`src/rtl/if_fetch_stage_pkg.sv`:
```
// Shared types and constants for the instruction-fetch stage.
package if_fetch_stage_pkg;

  localparam int          STALL_BUS        = 6;
  localparam logic        STOP             = 1'b1;
  localparam int          IF_TO_ID_WD      = 33;
  localparam int          BR_WD            = 33;
  localparam logic [31:0] RESET_PC_DEFAULT = 32'hBFC0_0000;

  typedef struct packed {
    logic        br_e;
    logic [31:0] br_addr;
  } br_bus_t;

  function automatic logic pc_misaligned(input logic [31:0] pc);
    return (pc[1:0] != 2'b00);
  endfunction

endpackage

```
`src/rtl/if_fetch_stage_pc_sel.sv`:
```
// Next-PC priority mux: flush, then live branch, then held branch, then sequential.
module if_fetch_stage_pc_sel (
  input  logic        flush,
  input  logic [31:0] flush_pc,
  input  logic        br_e,
  input  logic [31:0] br_addr,
  input  logic        pend_v,
  input  logic [31:0] pend_addr,
  input  logic [31:0] pc,
  output logic [31:0] next_pc
);

  // Priority selection of the next fetch address
  always_comb begin
    next_pc = pc + 32'd4;
    if (flush) begin
      next_pc = flush_pc;
    end else if (br_e) begin
      next_pc = br_addr;
    end else if (pend_v) begin
      next_pc = pend_addr;
    end else begin
      next_pc = pc + 32'd4;
    end
  end

endmodule

```
`src/rtl/if_fetch_stage.sv`:
```
// Instruction-fetch stage: owns the PC, drives the instruction SRAM and
// remembers a branch redirect that lands while fetch is stalled.
module if_fetch_stage
  import if_fetch_stage_pkg::*;
#(
  parameter logic [31:0] RESET_PC = RESET_PC_DEFAULT,
  parameter int          STALL_W  = STALL_BUS
) (
  input  logic                   clk,
  input  logic                   rst,
  input  logic [STALL_W-1:0]     stall,
  input  logic [BR_WD-1:0]       br_bus,
  input  logic                   flush,
  input  logic [31:0]            flush_pc,
  output logic [IF_TO_ID_WD-1:0] if_to_id_bus,
  output logic                   fetch_adel,
  output logic                   inst_sram_en,
  output logic [3:0]             inst_sram_wen,
  output logic [31:0]            inst_sram_addr,
  output logic [31:0]            inst_sram_wdata
);

  logic [31:0] pc_r;
  logic        ce_r;
  logic        pend_v_r;
  logic [31:0] pend_addr_r;

  br_bus_t     br_s;
  logic        hold_s;
  logic [31:0] next_pc_s;
  logic        unused_stall_s;

  assign br_s           = br_bus_t'(br_bus);
  assign hold_s         = (stall[0] == STOP);
  // Only bit 0 concerns fetch; the other stall bits belong to later stages.
  assign unused_stall_s = ^stall;

  if_fetch_stage_pc_sel u_pc_sel (
    .flush     (flush),
    .flush_pc  (flush_pc),
    .br_e      (br_s.br_e),
    .br_addr   (br_s.br_addr),
    .pend_v    (pend_v_r),
    .pend_addr (pend_addr_r),
    .pc        (pc_r),
    .next_pc   (next_pc_s)
  );

  // PC and fetch-valid register; flush overrides any stall
  always_ff @(posedge clk) begin
    if (rst) begin
      pc_r <= RESET_PC - 32'd4;
      ce_r <= 1'b0;
    end else if (flush || !hold_s) begin
      pc_r <= next_pc_s;
      ce_r <= 1'b1;
    end
  end

  // Held branch target: captured under stall, dropped once fetch moves or flushes
  always_ff @(posedge clk) begin
    if (rst) begin
      pend_v_r    <= 1'b0;
      pend_addr_r <= 32'd0;
    end else if (flush || !hold_s) begin
      pend_v_r    <= 1'b0;
    end else if (br_s.br_e) begin
      pend_v_r    <= 1'b1;
      pend_addr_r <= br_s.br_addr;
    end
  end

  assign if_to_id_bus    = {ce_r, pc_r};
  assign inst_sram_addr  = pc_r;
  // A misaligned PC raises AdEL instead of reaching the SRAM.
  assign inst_sram_en    = ce_r & ~pc_misaligned(pc_r);
  assign fetch_adel      = ce_r & pc_misaligned(pc_r);
  assign inst_sram_wen   = 4'b0000;
  assign inst_sram_wdata = 32'd0;

endmodule

```
`config.mk`:
```
export PLATFORM = sky130hd
export DESIGN_NAME = if_fetch_stage
export DESIGN_NICKNAME = d
export VERILOG_FILES = /design/src/rtl/if_fetch_stage_pkg.sv /design/src/rtl/if_fetch_stage_pc_sel.sv /design/src/rtl/if_fetch_stage.sv
export SDC_FILE = /design/constraint.sdc
export NUM_CORES = 1
export LEC_CHECK = 0
export ABC_AREA = 1
export BUFFER_PORTS_ARGS = -buffer_cell sky130_fd_sc_hd__buf_2
export CAP_MARGIN = 15
export CORE_MARGIN = 1
export CORE_UTILIZATION = 47
export CTS_BUF_LIST = sky130_fd_sc_hd__clkbuf_8
export DETAILED_ROUTE_END_ITERATION = 7
export PLACE_DENSITY_LB_ADDON = 0.12
export SLEW_MARGIN = 20
export SYNTH_ARGS = -nofsm -noshare
export SYNTH_HDL_FRONTEND = slang
export SYNTH_HIERARCHICAL = 1
export SYNTH_SLANG_ARGS = --single-unit
export TNS_END_PERCENT = 50
```
`constraint.sdc`:
```
create_clock -name clk -period 1.72 [get_ports clk]
set_clock_uncertainty 0.2 [all_clocks]
set_input_delay 0.172 -clock clk [delete_from_list [all_inputs] [get_ports clk]]
set_output_delay 0.172 -clock clk [all_outputs]
set_load 0.02 [all_outputs]
```
==> results of run 1 <==
## cell usage after synthesis (2+ instances only)
cell / number / area share [%]
nor2_1: 180 / 14
clkbuf_1: 17 / 1.3
o21ai_0: 24 / 2.4
buf_4: 71 / 11
nand2_2: 4 / 0.50
dfxtp_1: 66 / 27
nand3_1: 63 / 6.4
a21oi_1: 53 / 5.3
xor2_1: 3 / 0.53
o211ai_1: 3 / 0.45
inv_1: 69 / 5.2
nand4_1: 2 / 0.25
buf_2: 15 / 1.5
nor2_2: 4 / 0.50
buf_6: 4 / 0.91
nand2_1: 242 / 18
nor3_1: 2 / 0.20
a21oi_2: 2 / 0.35
inv_2: 2 / 0.15
nor2_4: 10 / 2.3
nand3b_1: 2 / 0.30
nand2_4: 2 / 0.45
xnor2_1: 4 / 0.71
## layout by cell type, fill, tap and decap left out, types with 10 or more instances in the layout
cell type / Yosys / layout
dlygate4sd3_1: 0 / 47
nor2_4: 10 / 17
buf_4: 71 / 64
dfxtp_1: 66 / 45
nand3_1: 63 / 60
clkbuf_8: 0 / 11
nand2_1: 242 / 230
a21oi_1: 53 / 42
dfxtp_2: 0 / 14
o21ai_0: 24 / 16
nand2_2: 4 / 13
a21oi_2: 2 / 13
buf_2: 15 / 135
nor2_2: 4 / 10
inv_1: 69 / 67
nor2_1: 180 / 167
conb_1: 1 / 36
## logic make-up after synthesis
kind of cell / Yosys count / synth area share, %
AOI/OAI and AO/OA: 83 / 8.73
other: 1 / 0.0756
xor gates and xnor gates: 7 / 1.24
buffers and inverters: 178 / 19.8
DFF: 66 / 26.6
and+or+nand+nor: 513 / 43.3
adders and majority gates: 1 / 0.252
## what timing repair did
action	in CTS	in global routing
hold buffers	47	0
cloned	0	0
resized for setup	13	64
pin swaps	10	30
endpoints found under the setup margin	13	27
endpoints found under the hold margin	46	0
setup buffers	1	1
## power by group through the flow
| stage | clock network, W | registers [W] | logic [W] |
|---|---|---|---|
| after global placement | 0 | 0.00177 | 0.00159 |
| after CTS | 0.00124 | 0.00174 | 0.00172 |
| after global routing | 0.00130 | 0.00176 | 0.00198 |
| after detailed placement | 0 | 0.00177 | 0.00161 |
| final | 0.00122 | 0.00175 | 0.00182 |
| after floorplan | 0 | 0.00186 | 0.00103 |
## sequential cells by signal, indices dropped and copies added, names as in the netlist
signal,cells
inst_sram_addr,32
pend_addr_r,32
ce_r,1
pend_v_r,1
## area by class of cell
| type | count | area, sq um |
|---|---|---|
| multi-input cells | 640 | 2990 |
| fillers | 948 | 3510 |
| clock buffers | 11 | 151 |
| inverters | 71 | 267 |
| clock inverters | 4 | 18.8 |
| well taps | 136 | 170 |
| flip-flops and latches | 66 | 1370 |
| repair buffers | 256 | 1800 |
## critical path, stage by stage, from the launching register on
cell     delay, ns
dfxtp_4       0.37
ha_4          0.15
nand2_4       0.05
nor2_4        0.12
nand2_4       0.14
nor2_4        0.17
nand2_1       0.08
nand2_1       0.07
nand3_1       0.06
nand2_1       0.09
a21oi_2       0.05
nand2_1       0.06
nand3_1       0.05
## worst max-delay path by stage
stage / from / endpoint / slack (ns) / cells after the start
2_1_floorplan: inst_sram_addr[2] / inst_sram_addr[30] / -0.0004 / 12
3_3_place_gp: inst_sram_addr[5] / inst_sram_addr[11] / -0.04 / 10
3_5_place_dp: inst_sram_addr[2] / inst_sram_addr[28] / -0.07 / 12
4_1_cts: inst_sram_addr[3] / inst_sram_addr[28] / -0.05 / 12
5_1_grt: inst_sram_addr[3] / inst_sram_addr[11] / -0.15 / 11
6_report: inst_sram_addr[3] / inst_sram_addr[28] / -0.05 / 12
## routing by layer
metal / share of wire, % / vias up
li1: - / 2902
met1: 46 / 2601
met2: 45 / 288
met3: 7.8 / 22
met4: 1.7 / 0
met5: 0 / -
## stage by stage
step | hold slack, ns | setup TNS [ns]
2_1_floorplan | 0.0513 | -0.000429
3_5_place_dp | 0.181 | -0.445
3_3_place_gp | 0.176 | -0.226
6_report | -0.0124 | -0.140
4_1_cts | 0.00267 | -0.110
5_1_grt | 0.0135 | -2.59
==> flow_summary_export.csv, run 1 <==
group,metric,value,unit
outcome,status,"finished with violations",
outcome,failed_checks,"negative hold slack, negative setup slack",
clock_network,clockRootBuffer,"clkbuf_8",
route,vias,5813,
timing,rsz0062_at_grt,"true",
clock_network,cts.clk_slew.worst_paths,0.08,ns
placed_design,dp.cells,1120,
worst_setup_path,critPathRequiredTime,1.77,ns
synthesis,ys_types,28,
clock_network,clockBufferDepth,2,
route,routed_via_density,4.91,
worst_setup_path,ff2ff_path_depth,12,
power_and_ir_drop,pwr-share-seq,36.5,%
worst_hold_path,min_path_cells,5,
power_and_ir_drop,p_sw_share,38.4,%
route,first_pass_iters,6,
power_and_ir_drop,p_per_area,708,nW/um^2
cells_and_area,design_area,6770,sq um
worst_setup_path,criticalPathCategory,"flip-flop to flip-flop",
global_routing,use_met2,47.2,%
placed_design,gp_congestion,0.919,
timing,fmax,567,MHz
global_routing,grt.busiest_layer,"met2",
synthesis,synth_seq_cells,66,
clock_network,cts_buffers,9,
synthesis,synth_ff_type,"dfxtp_1",
floorplan,dieArea,11000,sq um
power_and_ir_drop,switching_power,0.00184,W
clock_network,clk_latency,0.36,ns
cells_and_area,final_core_util,65.8,%
power_and_ir_drop,p_int,0.00295,W
worst_hold_path,worstHoldEndpoint,"inst_sram_addr[29]",
floorplan,start_util,48.3,%
global_routing,grt_pass1_vias,5269,
cells_and_area,drive_above_1_share,30.1,%
worst_hold_path,hp-class,"input port to flip-flop",
worst_setup_path,worstPathArrival,1.82,ns
worst_setup_path,start_kind,"flip-flop",
power_and_ir_drop,combPwrFrac,38.0,%
synthesis,async_flop_share,0,%
cells_and_area,syn_to_final_growth,36.4,%
timing,fin_hold_ws,-0.0124,ns
power_and_ir_drop,clkPwrFrac,25.5,%
placed_design,dp_slack,-0.0745,ns
synthesis,synthCells,849,
cells_and_area,num-nets-final,1119,
floorplan,pin_count,177,
floorplan,fp.coreArea,10300,sq um
cells_and_area,final_cells,1184,
global_routing,antenna_found_initial,0,
power_and_ir_drop,ir_drop,440,uV
clock_network,cts_tree,"built",
synthesis,synth.cell_area,4960,sq um
power_and_ir_drop,leakagePower,3.61,nW
route,wl_per_cell,13.7,um
route,drc,0,
timing,min_period_over_period,103,%
synthesis,synth_seq_area_share,26.6,%
route,drt_iter0_markers,439,
placed_design,portBuffers,135,
global_routing,met3_usage,3.18,%
timing,fin_crit,1.77,ns
placed_design,place_area,5890,sq um
timing,finalMaxSlewViolations,0,
timing,final_hold_viol_count,3,
power_and_ir_drop,finalPower,0.00479,W
timing,setup_viol,11,
synthesis,synth_edf_count,0,
floorplan,rows,37,
clock_network,htree_levels,3,
job,maxCapViolations,0,
clock_network,clock_sinks,66,
worst_setup_path,critPathMaxFanout,7,
global_routing,grt_pass1_wl,25800,um
global_routing,grt_overflow,0,
global_routing,grt_usage,29.6,%
placed_design,hpwl,11300,um
timing,fin_ws,-0.0452,ns
worst_setup_path,timing.rr.start,"inst_sram_addr[3]",
synthesis,yosysWarnings,6,
worst_setup_path,r2r_setup_slack,-0.05,ns
worst_setup_path,timing.rr.end,"inst_sram_addr[28]",
floorplan,dieHeight,105,um
synthesis,syn-mean-instance-area,5.84,sq um
route,wirelength,16200,um
global_routing,grt.met1_usage,41.4,%
floorplan,die_w,105,um
worst_setup_path,cp-end-kind,"flip-flop",
global_routing,grt_max_degree,38,
cells_and_area,diodes,0,
route,postRouteAntennaNets,0,
worst_hold_path,min_from,"flush_pc[29]",
Note: power is estimated with default switching activity, not from simulation.
==> run 2, diff against run 1 <==
ABC_AREA = unset   (was 1)
CORE_UTILIZATION = 46   (was 47)
==> flow_summary_export.csv, run 2 <==
group,metric,value,unit
outcome,status,"finished with violations",
outcome,failed_checks,"negative setup slack",
clock_network,cts.clk_slew.worst_paths,0.08,ns
worst_setup_path,cp-end-kind,"flip-flop",
route,wirelength,13700,um
timing,setup_viol,22,
global_routing,grt_pass1_wl,21400,um
placed_design,place_area,5360,sq um
global_routing,antenna_found_initial,0,
timing,fin_crit,1.97,ns
floorplan,die_w,100,um
cells_and_area,final_cell_mix,"nand2_1 (165), buf_2 (135), buf_4 (69)",
route,drc,0,
floorplan,pin_count,177,
synthesis,synthXorXnorAreaFrac,5.15,%
placed_design,hpwl,9460,um
synthesis,yosysTopAreaCellShare,29.9,%
worst_setup_path,criticalPathCategory,"flip-flop to flip-flop",
cells_and_area,design_area,6280,sq um
worst_hold_path,hp-class,"input port to flip-flop",
worst_setup_path,worstPathArrival,2.04,ns
route,postRouteAntennaNets,0,
global_routing,grt_overflow,0,
clock_network,clk_latency,0.35,ns
synthesis,synthCells,607,
global_routing,grt_usage,27.1,%
timing,min_period_over_period,114,%
placed_design,gp_congestion,0.886,
route,wl_per_cell,14.5,um
clock_network,htree_levels,3,
cells_and_area,nFillCells,825,
worst_setup_path,critPathRequiredTime,1.79,ns
synthesis,yosysWarnings,6,
synthesis,ys_types,49,
timing,fmax,509,MHz
synthesis,ys_top_cells_by_area,"dfxtp_1 (30%), nand2_1 (14%), buf_4 (12%), a21oi_1 (6.4%), nand3b_1 (4.9%)",
synthesis,synth_edf_count,0,
route,drt_iter0_markers,299,
clock_network,clock_sinks,66,
synthesis,synth.cell_area,4430,sq um
floorplan,fp.coreArea,9280,sq um
route,vias,4838,
power_and_ir_drop,finalPower,0.00477,W
route,first_pass_iters,5,
floorplan,dieArea,10000,sq um
route,routed_via_density,5.13,
timing,final_hold_viol_count,0,
synthesis,async_flop_share,0,%
synthesis,syn-mean-instance-area,7.29,sq um
cells_and_area,drive_above_1_share,35.3,%
synthesis,yosys.area_share.adder,0.283,%
cells_and_area,syn_to_final_growth,41.9,%
floorplan,dieHeight,100,um
clock_network,cts_buffers,9,
clock_network,cts_tree,"built",
floorplan,rows,35,
timing,fin_ws,-0.245,ns
power_and_ir_drop,leakagePower,2.73,nW
synthesis,yosys.area.top_type,"dfxtp_1",
synthesis,synth_compound_area_share,18.5,%
cells_and_area,final_common_cell,"nand2_1",
synthesis,synth.top_cells.by_count,"nand2_1 (166), buf_4 (72), dfxtp_1 (66)",
global_routing,grt_max_degree,33,
power_and_ir_drop,ir_drop,569,uV
placed_design,portBuffers,135,
cells_and_area,num-nets-final,886,
cells_and_area,diodes,0,
synthesis,synth_top_family_by_area,"simple AND/OR/NAND/NOR gates",
worst_setup_path,critPathMaxFanout,3,
synthesis,yosysMostFrequentCell,"nand2_1",
synthesis,synth_seq_cells,66,
power_and_ir_drop,p_per_area,760,nW/um^2
synthesis,synth.mux.area_fraction,0.933,%
job,maxCapViolations,0,
worst_setup_path,start_kind,"flip-flop",
clock_network,clockRootBuffer,"clkbuf_8",
timing,rsz0062_at_grt,"true",
floorplan,start_util,47.7,%
clock_network,clockBufferDepth,2,
timing,finalMaxSlewViolations,0,
synthesis,synth-simple-area-share,28.1,%
synthesis,synth_ff_type,"dfxtp_1",
global_routing,grt_pass1_vias,4439,
synthesis,synth_seq_area_share,29.9,%
-- run 2: cell count changes after synthesis, moves of 9 or more --
cell	change
nand3_1	-53
inv_1	-64
nor2_1	-161
nor2_4	-10
nand4_1	+9
xor2_1	+12
nand3b_1	+27
a22oi_1	+12
o22ai_1	+10
nand2_1	-76
-- run 2: logic make-up after synthesis --
| family | count (synthesis) |
|---|---|
| other | 1 |
| DFF | 66 |
| buffers and inverters | 115 |
| xor gates and xnor gates | 26 |
| adders and majority gates | 1 |
| AOI/OAI and AO/OA | 134 |
| muxes | 4 |
| and+or+nand+nor | 260 |
-- run 2: layout make-up --
type / count / area, sq um / area share, %
Multi-Input combinational cell: 461 / 2610 / 41.6
Tap cell: 129 / 161 / 2.57
Inverter: 6 / 22.5 / 0.359
Sequential cell: 66 / 1380 / 22.0
Clock buffer: 9 / 124 / 1.97
Timing Repair Buffer: 267 / 1880 / 30.0
Clock inverter: 6 / 91.3 / 1.45
-- run 2: metal layers --
layer | track usage [%] | routed length, um | up-vias
met4 | 8.03 | 174 | 0
met1 | 35.2 | 5880 | 2260
li1 | - | - | 2374
met5 | 0 | 0 | -
met3 | 3.90 | 824 | 13
met2 | 46.8 | 6790 | 191
-- run 2: what timing repair did --
item                                    in CTS  in global routing
resized for setup                           14                 19
pin swaps                                   15                 22
endpoints found under the setup margin      23                 25
setup buffers                                5                  1
endpoints found under the hold margin       50                  0
hold buffers                                50                  0
-- run 2: critical path, cell delays in order (launching register included) --
cell and delay [ns]:
dfxtp_4 0.35, nand4_1 0.22, buf_4 0.23, nor4_4 0.24, buf_4 0.18, a21o_1 0.12, a21oi_1 0.06, o21ai_1 0.12
nand2_1 0.06, a21oi_1 0.12
-- run 2: final timing paths --
check                                   startpoint                 end  slack [ns]  cells past startpoint
worst min register to register     pend_addr_r[14]     pend_addr_r[14]        0.26                      2
worst max register to register  inst_sram_addr[15]  inst_sram_addr[22]       -0.25                      9
worst min-delay path                   flush_pc[1]   inst_sram_addr[1]        0.02                      5
worst max-delay path            inst_sram_addr[15]  inst_sram_addr[22]       -0.25                      9
-- run 2: report_power, final --
part | total (W) | switching (W) | internal, W
Clock | 0.00146 | 0.000646 | 0.000814
Sequential | 0.00169 | 0.0000642 | 0.00162
Combinational | 0.00163 | 0.000911 | 0.000715
-- run 2: per-stage QoR --
| stage | std cells | utilization, % | hold slack [ns] | setup WS, ns | TNS, ns |
|---|---|---|---|---|---|
| after floorplan | 642 | - | 0.108 | -0.267 | -1.45 |
| after global placement | 873 | 57.7 | 0.224 | -0.202 | -1.88 |
| after detailed placement | 873 | 57.7 | 0.234 | -0.224 | -2.46 |
| after CTS | 943 | 66.7 | 0.00527 | -0.201 | -1.99 |
| after global routing | 944 | 67.6 | 0.0222 | -0.366 | -4.44 |
| final | 944 | 67.6 | 0.0185 | -0.245 | -1.95 |
==> run 3, diff against run 2 <==
CTS_CLUSTER_SIZE = 20   (was unset)
SYNTH_HIERARCHICAL = unset   (was 1)
==> flow_summary_export.csv, run 3 <==
group,metric,value,unit
outcome,status,"finished with violations",
outcome,failed_checks,"negative setup slack",
placed_design,hpwl,10400,um
clock_network,clockBufferDepth,2,
timing,fin_ws,-0.274,ns
worst_setup_path,worstPathArrival,2.06,ns
global_routing,grt_max_degree,40,
synthesis,synth.mux.area_fraction,2.31,%
timing,fin_crit,1.99,ns
floorplan,dieArea,9930,sq um
job,maxCapViolations,0,
route,postRouteAntennaNets,0,
synthesis,ys_top_cells_by_area,"dfxtp_1 (30%), buf_4 (12%), nand2_1 (8.2%), a21oi_1 (7.1%), nor2_1 (3.3%)",
placed_design,gp_congestion,0.885,
global_routing,grt_pass1_vias,4612,
synthesis,synth.cell_area,4390,sq um
power_and_ir_drop,leakagePower,2.89,nW
synthesis,syn-mean-instance-area,7.43,sq um
cells_and_area,syn_to_final_growth,50.6,%
clock_network,htree_levels,3,
synthesis,synth.top_cells.by_count,"nand2_1 (96), buf_4 (69), dfxtp_1 (66)",
worst_setup_path,critPathMaxFanout,8,
floorplan,dieHeight,99.6,um
synthesis,yosys.area.top_type,"dfxtp_1",
route,wirelength,14900,um
synthesis,yosysMostFrequentCell,"nand2_1",
synthesis,yosysWarnings,0,
synthesis,yosysTopAreaCellShare,30.1,%
cells_and_area,final_common_cell,"buf_2",
worst_setup_path,criticalPathCategory,"flip-flop to flip-flop",
route,wl_per_cell,15.6,um
placed_design,dp.cells,872,
power_and_ir_drop,p_per_area,691,nW/um^2
clock_network,cts.clk_slew.worst_paths,0.08,ns
cells_and_area,num-nets-final,899,
synthesis,synth_ff_type,"dfxtp_1",
floorplan,start_util,47.5,%
worst_setup_path,start_kind,"flip-flop",
global_routing,antenna_found_initial,0,
route,drt_iter0_markers,300,
cells_and_area,diodes,0,
synthesis,async_flop_share,0,%
timing,setup_viol,20,
timing,finalMaxSlewViolations,0,
global_routing,grt_usage,29.8,%
synthesis,synth_edf_count,0,
timing,final.setup.tns,-2.91,ns
clock_network,cts_buffers,9,
timing,fmax,502,MHz
cells_and_area,final_cells,958,
worst_setup_path,cp-end-kind,"flip-flop",
clock_network,clk_latency,0.34,ns
floorplan,pin_count,177,
timing,rsz0062_at_grt,"true",
synthesis,synth_top_family_by_area,"compound AO/OA/AOI/OAI gates",
route,drc,0,
floorplan,fp.coreArea,9240,sq um
cells_and_area,final_cell_mix,"buf_2 (135), nand2_1 (93), buf_4 (92)",
power_and_ir_drop,ir_drop,462,uV
timing,fin_hold_ws,0.00475,ns
synthesis,synth_compound_area_share,23.7,%
synthesis,synth_seq_area_share,30.1,%
clock_network,clockRootBuffer,"clkbuf_8",
synthesis,synth_seq_cells,66,
worst_setup_path,critPathRequiredTime,1.78,ns
global_routing,grt_overflow,0,
route,vias,5077,
timing,min_period_over_period,116,%
synthesis,synthXorXnorAreaFrac,3.00,%
floorplan,die_w,99.6,um
synthesis,yosys.area_share.adder,0.285,%
timing,final_hold_viol_count,0,
worst_hold_path,hp-class,"input port to flip-flop",
placed_design,dp_slack,-0.309,ns
clock_network,cts_tree,"built",
cells_and_area,drive_above_1_share,38.8,%
global_routing,grt_pass1_wl,23200,um
clock_network,clock_sinks,66,
synthesis,synthCells,590,
floorplan,rows,35,
placed_design,portBuffers,135,
synthesis,ys_types,62,
synthesis,synth-simple-area-share,23.0,%
route,routed_via_density,5.30,
route,first_pass_iters,5,
-- run 3: cell types whose count changed after synthesis, moves of 10 or more --
cell,before,now
xor2_1,15,5
nand2_1,166,96
nor3_1,4,14
clkbuf_1,16,28
buf_2,15,1
nand3b_1,29,2
nor2_1,19,39
o22ai_1,10,0
-- run 3: layout make-up --
type / instances / area, sq um
multi-input cells: 436 / 2690
fillers: 740 / 2630
repair buffers: 296 / 2140
flip-flops and latches: 66 / 1390
well taps: 129 / 161
clock buffers: 10 / 138
inverters: 15 / 56.3
clock inverters: 6 / 32.5
-- run 3: cell families after synthesis --
group	after synthesis
AOI/OAI and AO/OA	163
DFF	66
and+or+nand+nor	211
xor gates and xnor gates	15
adders and majority gates	1
muxes	10
other	1
buffers and inverters	123
-- run 3: through the flow --
| stage | cell area [sq um] | total power (W) | util, % |
|---|---|---|---|
| after detailed placement | 5570 | 0.00314 | 60.3 |
| after global placement | 5570 | 0.00311 | 60.3 |
| after floorplan | 4680 | 0.00268 | - |
| after global routing | 6610 | 0.00478 | 71.5 |
| after CTS | 6380 | 0.00446 | 69.1 |
| final | 6610 | 0.00456 | 71.5 |
-- run 3: path summary, 6_finish.rpt --
path | to | depth (start not counted) | start | slack [ns]
setup / recovery | inst_sram_addr[29] | 5 | inst_sram_addr[18] | -0.27
hold / removal | inst_sram_addr[1] | 5 | flush_pc[1] | 0.005
setup reg to reg | inst_sram_addr[29] | 5 | inst_sram_addr[18] | -0.27
hold reg to reg | pend_addr_r[7] | 2 | pend_addr_r[7] | 0.25
-- run 3: power breakdown --
part	internal (W)	leakage (nW)	switching, W
Clock	0.000550	0.0916	0.000642
Sequential	0.00161	0.543	0.0000712
Combinational	0.000748	2.25	0.000938
Total	0.00291	2.89	0.00165
-- run 3: timing repair --
action	4_1_cts	5_1_grt
cloned	0	0
gates resized for setup	25	26
setup buffers	2	15
endpoints found under the setup margin	20	25
pin swaps	6	14
hold buffers	53	0
endpoints found under the hold margin	56	0
-- run 3: worst max-delay path, cell delays in order, from the launching register on --
cell and delay (ns):
dfxtp_4 0.36, nand4_4 0.10, or4_4 0.61, and4bb_2 0.36, xnor2_2 0.07, a221oi_2 0.21
-- run 3: routing by layer --
metal / share of wire, % / wire, um / track usage (%) / vias to the layer above
met2: 49 / 7280 / 51.1 / 248
met4: 1.6 / 233 / 9.28 / 0
met5: 0 / 0 / 0 / -
met3: 6.3 / 940 / 3.30 / 20
li1: - / - / - / 2450
met1: 43 / 6470 / 39.3 / 2359
